[config.mk]
export PLATFORM = sky130hd
export DESIGN_NAME = pke_v2_flat
export DESIGN_NICKNAME = d
export VERILOG_FILES = /design/src/rtl/pke_v2_if.sv /design/src/rtl/pke_v2.sv /design/src/flat_wrapper.sv
export SDC_FILE = /design/constraint.sdc
export NUM_CORES = 1
export LEC_CHECK = 0
export ABC_AREA = 1
export CORE_MARGIN = 2
export CORE_UTILIZATION = 40
export DETAILED_ROUTE_END_ITERATION = 6
export GPL_TIMING_DRIVEN = 0
export MAX_ROUTING_LAYER = met4
export PLACE_DENSITY_LB_ADDON = 0.3
export SETUP_SLACK_MARGIN = 0.3
export SLEW_MARGIN = 20
export SYNTH_ARGS = -nofsm -noshare
export SYNTH_HDL_FRONTEND = slang
export SYNTH_SLANG_ARGS = --single-unit
[constraint.sdc]
create_clock -name clk -period 2.75 [get_ports clk]
set_input_delay 0.55 -clock clk [delete_from_list [all_inputs] [get_ports clk]]
set_output_delay 0.55 -clock clk [all_outputs]
set_load 0.02 [all_outputs]
[src/rtl/pke_v2_if.sv]
// Frame bus between the upstream switch pipeline and the packet key extractor:
// frame/valid strobes in, ready back, and the re-timed frame stream plus key out.
interface pke_v2_if;
  logic [133:0] in_pke_data;
  logic         in_pke_data_wr;
  logic         in_pke_valid;
  logic         in_pke_valid_wr;
  logic         in_pke_ready;

  logic [133:0] out_pke_data;
  logic         out_pke_data_wr;
  logic         out_pke_valid;
  logic         out_pke_valid_wr;
  logic [2:0]   out_pke_pkttype;
  logic [101:0] out_pke_key;

  modport master (
    output in_pke_data, in_pke_data_wr, in_pke_valid, in_pke_valid_wr,
    input  in_pke_ready,
    input  out_pke_data, out_pke_data_wr, out_pke_valid, out_pke_valid_wr,
    input  out_pke_pkttype, out_pke_key
  );

  modport slave (
    input  in_pke_data, in_pke_data_wr, in_pke_valid, in_pke_valid_wr,
    output in_pke_ready,
    output out_pke_data, out_pke_data_wr, out_pke_valid, out_pke_valid_wr,
    output out_pke_pkttype, out_pke_key
  );
endinterface

[src/rtl/pke_v2.sv]
// Packet key extractor: buffers metadata + Ethernet header frames, latches the
// lookup key and traffic class, then forwards the packet delayed by the buffer depth.
module pke_v2 #(
  parameter int          MD_FRAMES  = 2,
  parameter logic [23:0] PCP_MAP    = 24'o33111000,
  parameter logic [15:0] PTP_ETYPE  = 16'h88F7,
  parameter logic [15:0] VLAN_ETYPE = 16'h8100,
  parameter logic [2:0]  UNTAG_TYPE = 3'h0,
  parameter logic [2:0]  PTP_TYPE   = 3'h2
) (
  input  logic        clk,
  input  logic        rst_n,
  pke_v2_if.slave     pke,
  output logic [63:0] esw_pktin_cnt,
  output logic [31:0] pke_err_cnt
);

  localparam int         DEPTH   = MD_FRAMES + 1;
  localparam logic [2:0] DEPTH_C = 3'(DEPTH);

  typedef enum logic [1:0] {S_IDLE, S_COLLECT, S_PASS, S_DRAIN} state_t;

  state_t                    state_q, state_d;
  logic [2:0]                cnt_q, cnt_d;
  logic [DEPTH-1:0][133:0]   buf_q;
  logic [133:0]              out_data_q;
  logic                      out_wr_q;
  logic                      out_valid_q;
  logic [2:0]                pkttype_q, pkttype_d;
  logic [101:0]              key_q;

  logic       ready, accept, is_head, is_tail;
  logic       shift_en, load_in, emit, emit_last, head_start, classify, err_inc;
  logic [2:0] cnt_inc;
  logic [4:0] map_lsb;
  logic       unused_valid;

  assign ready        = (state_q != S_DRAIN);
  assign accept       = pke.in_pke_data_wr && ready;
  assign is_head      = (pke.in_pke_data[133:132] == 2'b01);
  assign is_tail      = (pke.in_pke_data[133:132] == 2'b10);
  assign cnt_inc      = cnt_q + 3'd1;
  assign map_lsb      = {1'b0, pke.in_pke_data[15:13], 1'b0} + {2'b00, pke.in_pke_data[15:13]};
  // The per-packet valid level carries no information here; only its strobe is counted.
  assign unused_valid = pke.in_pke_valid;

  always_comb begin
    pkttype_d = UNTAG_TYPE;
    if (pke.in_pke_data[31:16] == PTP_ETYPE)       pkttype_d = PTP_TYPE;
    else if (pke.in_pke_data[31:16] == VLAN_ETYPE) pkttype_d = PCP_MAP[map_lsb +: 3];
  end

  // NOTE: state register uses non-blocking assignments so every flop samples pre-edge values.
  always_ff @(posedge clk or negedge rst_n) begin
    if (!rst_n) begin
      state_q <= S_IDLE;
      cnt_q   <= '0;
    end else begin
      state_q <= state_d;
      cnt_q   <= cnt_d;
    end
  end

  always_comb begin
    // NOTE: every combinational output gets a default first, so no path can infer a latch.
    state_d    = state_q;
    cnt_d      = cnt_q;
    shift_en   = 1'b0;
    load_in    = 1'b0;
    emit       = 1'b0;
    emit_last  = 1'b0;
    head_start = 1'b0;
    classify   = 1'b0;
    err_inc    = 1'b0;
    unique case (state_q)
      S_IDLE: begin
        if (accept && is_head) begin
          head_start = 1'b1;
          shift_en   = 1'b1;
          load_in    = 1'b1;
          cnt_d      = 3'd1;
          state_d    = S_COLLECT;
        end
      end
      S_COLLECT: begin
        if (accept) begin
          if (is_head) begin
            err_inc    = 1'b1;
            head_start = 1'b1;
            shift_en   = 1'b1;
            load_in    = 1'b1;
            cnt_d      = 3'd1;
          end else if (is_tail && (cnt_inc < DEPTH_C)) begin
            err_inc = 1'b1;
            cnt_d   = '0;
            state_d = S_IDLE;
          end else begin
            shift_en = 1'b1;
            load_in  = 1'b1;
            cnt_d    = cnt_inc;
            if (cnt_inc == DEPTH_C) begin
              classify = 1'b1;
              state_d  = is_tail ? S_DRAIN : S_PASS;
            end
          end
        end
      end
      S_PASS: begin
        if (accept) begin
          shift_en = 1'b1;
          load_in  = 1'b1;
          if (is_head) begin
            // Missing tail: frames already forwarded stand, the new head restarts collection.
            err_inc    = 1'b1;
            head_start = 1'b1;
            cnt_d      = 3'd1;
            state_d    = S_COLLECT;
          end else begin
            emit = 1'b1;
            if (is_tail) begin
              cnt_d   = DEPTH_C;
              state_d = S_DRAIN;
            end
          end
        end
      end
      S_DRAIN: begin
        shift_en = 1'b1;
        emit     = 1'b1;
        cnt_d    = cnt_q - 3'd1;
        if (cnt_q == 3'd1) begin
          emit_last = 1'b1;
          state_d   = S_IDLE;
        end
      end
      default: state_d = S_IDLE;
    endcase
  end

  // NOTE: the frame buffer is plain flops, so it is cleared by the async reset like any other state.
  always_ff @(posedge clk or negedge rst_n) begin
    if (!rst_n) begin
      buf_q       <= '0;
      out_data_q  <= '0;
      out_wr_q    <= 1'b0;
      out_valid_q <= 1'b0;
      pkttype_q   <= '0;
      key_q       <= '0;
    end else begin
      // Newest frame enters at the top; after DEPTH stores buf_q[0] is the packet's first frame.
      if (shift_en) buf_q <= {(load_in ? pke.in_pke_data : 134'd0), buf_q[DEPTH-1:1]};
      out_data_q  <= emit ? buf_q[0] : '0;
      out_wr_q    <= emit;
      out_valid_q <= emit_last;
      if (head_start) key_q[5:0] <= pke.in_pke_data[125:120];
      if (classify) begin
        key_q[101:6] <= pke.in_pke_data[127:32];
        pkttype_q    <= pkttype_d;
      end
    end
  end

  always_ff @(posedge clk or negedge rst_n) begin
    if (!rst_n) begin
      esw_pktin_cnt <= '0;
      pke_err_cnt   <= '0;
    end else begin
      if (pke.in_pke_valid_wr && (esw_pktin_cnt != '1)) esw_pktin_cnt <= esw_pktin_cnt + 64'd1;
      if (err_inc && (pke_err_cnt != '1))               pke_err_cnt   <= pke_err_cnt + 32'd1;
    end
  end

  assign pke.in_pke_ready     = ready;
  assign pke.out_pke_data     = out_data_q;
  assign pke.out_pke_data_wr  = out_wr_q;
  assign pke.out_pke_valid    = out_valid_q;
  assign pke.out_pke_valid_wr = out_valid_q;
  assign pke.out_pke_pkttype  = pkttype_q;
  assign pke.out_pke_key      = key_q;

endmodule

[src/flat_wrapper.sv]
// flat-port wrapper written by rule: the top's interface ports become plain ports
module pke_v2_flat 
#(
  parameter int          MD_FRAMES  = 2,
  parameter logic [23:0] PCP_MAP    = 24'o33111000,
  parameter logic [15:0] PTP_ETYPE  = 16'h88F7,
  parameter logic [15:0] VLAN_ETYPE = 16'h8100,
  parameter logic [2:0]  UNTAG_TYPE = 3'h0,
  parameter logic [2:0]  PTP_TYPE   = 3'h2
)
  (clk, rst_n, esw_pktin_cnt, pke_err_cnt, pke_in_pke_data, pke_in_pke_data_wr, pke_in_pke_valid, pke_in_pke_valid_wr, pke_in_pke_ready, pke_out_pke_data, pke_out_pke_data_wr, pke_out_pke_valid, pke_out_pke_valid_wr, pke_out_pke_pkttype, pke_out_pke_key);
  pke_v2_if pke_i ();
  input  logic clk;
  input  logic rst_n;
  output logic [63:0] esw_pktin_cnt;
  output logic [31:0] pke_err_cnt;
  input wire logic [$bits(pke_i.in_pke_data)-1:0] pke_in_pke_data;
  input wire logic [$bits(pke_i.in_pke_data_wr)-1:0] pke_in_pke_data_wr;
  input wire logic [$bits(pke_i.in_pke_valid)-1:0] pke_in_pke_valid;
  input wire logic [$bits(pke_i.in_pke_valid_wr)-1:0] pke_in_pke_valid_wr;
  output wire logic [$bits(pke_i.in_pke_ready)-1:0] pke_in_pke_ready;
  output wire logic [$bits(pke_i.out_pke_data)-1:0] pke_out_pke_data;
  output wire logic [$bits(pke_i.out_pke_data_wr)-1:0] pke_out_pke_data_wr;
  output wire logic [$bits(pke_i.out_pke_valid)-1:0] pke_out_pke_valid;
  output wire logic [$bits(pke_i.out_pke_valid_wr)-1:0] pke_out_pke_valid_wr;
  output wire logic [$bits(pke_i.out_pke_pkttype)-1:0] pke_out_pke_pkttype;
  output wire logic [$bits(pke_i.out_pke_key)-1:0] pke_out_pke_key;
  assign pke_i.in_pke_data = pke_in_pke_data;
  assign pke_i.in_pke_data_wr = pke_in_pke_data_wr;
  assign pke_i.in_pke_valid = pke_in_pke_valid;
  assign pke_i.in_pke_valid_wr = pke_in_pke_valid_wr;
  assign pke_in_pke_ready = pke_i.in_pke_ready;
  assign pke_out_pke_data = pke_i.out_pke_data;
  assign pke_out_pke_data_wr = pke_i.out_pke_data_wr;
  assign pke_out_pke_valid = pke_i.out_pke_valid;
  assign pke_out_pke_valid_wr = pke_i.out_pke_valid_wr;
  assign pke_out_pke_pkttype = pke_i.out_pke_pkttype;
  assign pke_out_pke_key = pke_i.out_pke_key;
  pke_v2 #(.MD_FRAMES(MD_FRAMES), .PCP_MAP(PCP_MAP), .PTP_ETYPE(PTP_ETYPE), .VLAN_ETYPE(VLAN_ETYPE), .UNTAG_TYPE(UNTAG_TYPE), .PTP_TYPE(PTP_TYPE)) u_core (.clk(clk), .rst_n(rst_n), .pke(pke_i), .esw_pktin_cnt(esw_pktin_cnt), .pke_err_cnt(pke_err_cnt));
endmodule
==> out/qor.txt <==
Register area share after synthesis -> 0.593
Async set or reset register ratio after synthesis -> 1.00
Cells after synthesis -> 3786
Yosys warns -> 0
Skew final -> 0.0506 ns
First-pass GRT wire length -> 143000 microns
Die Span X -> 284 microns
TritonRoute pass-1 iters -> 5
Most common cell in the netlist -> nand2_1
Post-Route Utilization -> 0.528
Max-cap violations -> 0
Via count -> 25700
Core Area -> 77600 sq um
Area of the multi-input gates -> 11000 sq um
Status -> finished, final reports clean
Global placement routability congestion -> 0.943
Top cells by count, synth -> nand2_1 (1921), dfrtp_1 (744), nor2_1 (341)
Initial antenna violation count -> 2
Number of global-route vias before repair -> 25000
Layout cells sized above 1 -> 0.0718
Post-synthesis cell type count -> 32
HPWL Detailed -> 66400 microns
Synth Flop Type -> dfrtp_1
Seq cells post-synth -> 744
RSZ-0062 raised after global routing -> true
Slew Viols, Final -> 0
Grt met3 use -> 0.0404
Final #Nets -> 4523
Critical path endpoint category -> primary output
GRT Resource Usage Total -> 0.233
Sink Count -> 744
Largest net degree at the start of global routing -> 98
GR Overflow Total -> 0
Clk pwr share -> 0.291
Crit Path Class -> flop to primary output
Worst-margin pin slew -> 0.650 ns
Latest clock arrival within the worst-skew pair -> 0.64 ns
Yosys top cell by area -> dfrtp_1
Post-synthesis cell area -> 31400 sq um
Iter 0 DRT Violations -> 1775
Met2 Use GR -> 0.364
Fmax -> 0.417 GHz
Count of final setup violators -> 0
PwrDens -> 971 nW/um^2
Port Buffers -> 476
Fill cells -> 7356
Maximum buffer depth of the clock tree -> 3
DP Area -> 37700 sq um
Leakage power -> 19.9 nW
Avg WL per Cell -> 16.8 microns
Vias per cell -> 4.69
FF+latch area -> 18600 sq um
Switching Power -> 0.0141 W
H-tree levels -> 3
Num rows -> 102
# IOs -> 478
Final critical-path required period -> 2.40 ns
Syn nets -> 3943
Worst EP arrival -> 1.85 ns
Slew headroom -> 0.566
Final worst setup slack -> 0.350 ns
Final instance area -> 41000 sq um
Tcrit/Tclk final -> 0.873
Clk root buf -> clkbuf_16
Reg power frac -> 0.385
Syn avg cell area -> 8.29 sq um
Power share of the combinational group -> 0.323
Place WS -> -0.935 ns
VDD IR max -> 735 uV
DRC Markers -> 0
Synth-to-layout area growth -> 30.7%
Starting Density -> 0.404
Die ar. -> 80700 sq um
Synth top area share -> 0.593
Die H -> 284 microns
Total CTS buffers -> 81
Final Hold Fails -> 0
Switch share -> 0.355
GR Util met1 -> 0.312
CP Launch Type -> flop
Worst Path Max Fanout -> 5
Final antenna-violating net count -> 0
EDFF count, synth -> 0
Dominant cells by area after synthesis -> dfrtp_1 (59%), nand2_1 (23%), nor2_1 (4.1%)
Pint -> 0.0257 W
Clock-pin slew on the worst setup and hold paths -> 0.06 ns
CTS tree -> yes
Routed WL -> 91800 microns
TNS Setup -> 0 ns
Busiest grt layer -> met2
Worst Path Required -> 2.20 ns
Worst hold path class -> flop to flop
state kept, by name, summed over array words and instances (netlist names):
name,cells
u_core.pke.out_pke_data,134
u_core.cnt_q,3
u_core.buf_q,402
u_core.esw_pktin_cnt,64
u_core.pke.out_pke_valid,1
u_core.pke_err_cnt,32
u_core.pke.out_pke_pkttype,3
u_core.pke.out_pke_data_wr,1
u_core.pke.out_pke_key,102
u_core.state_q,2
through the flow:
step	power, W	hold WS, ns	std cells
2_1_floorplan	0.0226	0.254	3786
6_report	0.0398	0.424	5473
3_3_place_gp	0.0276	0.447	5302
4_1_cts	0.0400	0.433	5462
3_5_place_dp	0.0278	0.449	5310
5_1_grt	0.0423	0.456	5473
power groups by stage:
stage	Clock (W)	Combinational (W)	Sequential, W
6_report	0.0116	0.0129	0.0153
5_1_grt	0.0123	0.0143	0.0157
4_1_cts	0.0119	0.0128	0.0153
3_5_place_dp	0	0.0124	0.0155
3_3_place_gp	0	0.0121	0.0155
2_1_floorplan	0	0.00641	0.0162
kinds of logic after synthesis:
kind of cell,synth area share
buffers and inverters,0.0590
xor gates and xnor gates,0.0168
AOI/OAI and AO/OA,0.0313
DFF,0.593
adders and majority gates,0.00742
and+or+nand+nor,0.292
path summary, 6_finish.rpt:
kind / end / slack (ns) / start / depth (start not counted)
min reg2reg: u_core.buf_q[230]$_DFFE_PN0P_ / 0.42 / u_core.buf_q[364]$_DFFE_PN0P_ / 2
max: esw_pktin_cnt[0] / 0.35 / u_core.esw_pktin_cnt[0]$_DFFE_PN0P_ / 2
min in group asynchronous: u_core.pke.out_pke_key[7]$_DFFE_PN0P_ / 0.43 / rst_n / 2
max in group asynchronous: u_core.pke.out_pke_key[72]$_DFFE_PN0P_ / 0.60 / rst_n / 5
min: u_core.buf_q[230]$_DFFE_PN0P_ / 0.42 / u_core.buf_q[364]$_DFFE_PN0P_ / 2
max reg2reg: u_core.esw_pktin_cnt[32]$_DFFE_PN0P_ / 0.42 / u_core.esw_pktin_cnt[0]$_DFFE_PN0P_ / 15
layout make-up:
| cell class | count | area share |
|---|---|---|
| sequential | 744 | 0.454 |
| multi-input combinational | 2652 | 0.267 |
| timing repair buffer | 497 | 0.126 |
| clock buffer | 112 | 0.0579 |
| tap | 1040 | 0.0317 |
| buffer | 162 | 0.0285 |
| inverter | 228 | 0.0210 |
| clock inverter | 37 | 0.0132 |
| antenna | 1 | 0.0000610 |
cells in the final DEF (no fill, tap or decap), types with 28 or more instances in the layout:
| master | count |
|---|---|
| buf_2 | 32 |
| buf_4 | 35 |
| buf_6 | 35 |
| clkbuf_1 | 43 |
| clkbuf_16 | 84 |
| clkdlybuf4s50_1 | 473 |
| dfrtp_1 | 742 |
| inv_1 | 220 |
| nand2_1 | 1919 |
| nand3_1 | 67 |
| nor2_1 | 339 |
| o21ai_0 | 179 |
| xnor2_1 | 32 |
| xor2_1 | 28 |
worst max-delay path, cell delays in order (launching register included):
cell	delay, ns
dfrtp_2	0.40
buf_4	0.15
clkdlybuf4s50_1	0.66
timing repair:
| item | in CTS | in global routing |
|---|---|---|
| cloned | 1 | 2 |
| endpoints found under the hold margin | 73 | 0 |
| pin swaps | 1 | 3 |
| hold buffers | 1 | 0 |
| endpoints found under the setup margin | 637 | 568 |
| setup buffers | 1 | 8 |
| resized for setup | 51 | 50 |
routing by layer:
layer,routed length (microns),vias to the layer above,share of wire
li1,-,12700,-
met5,0,-,0
met4,2330,0,0.025
met1,41600,12200,0.45
met3,4930,131,0.054
met2,43000,641,0.47
Power figures use the tool's default switching activity.
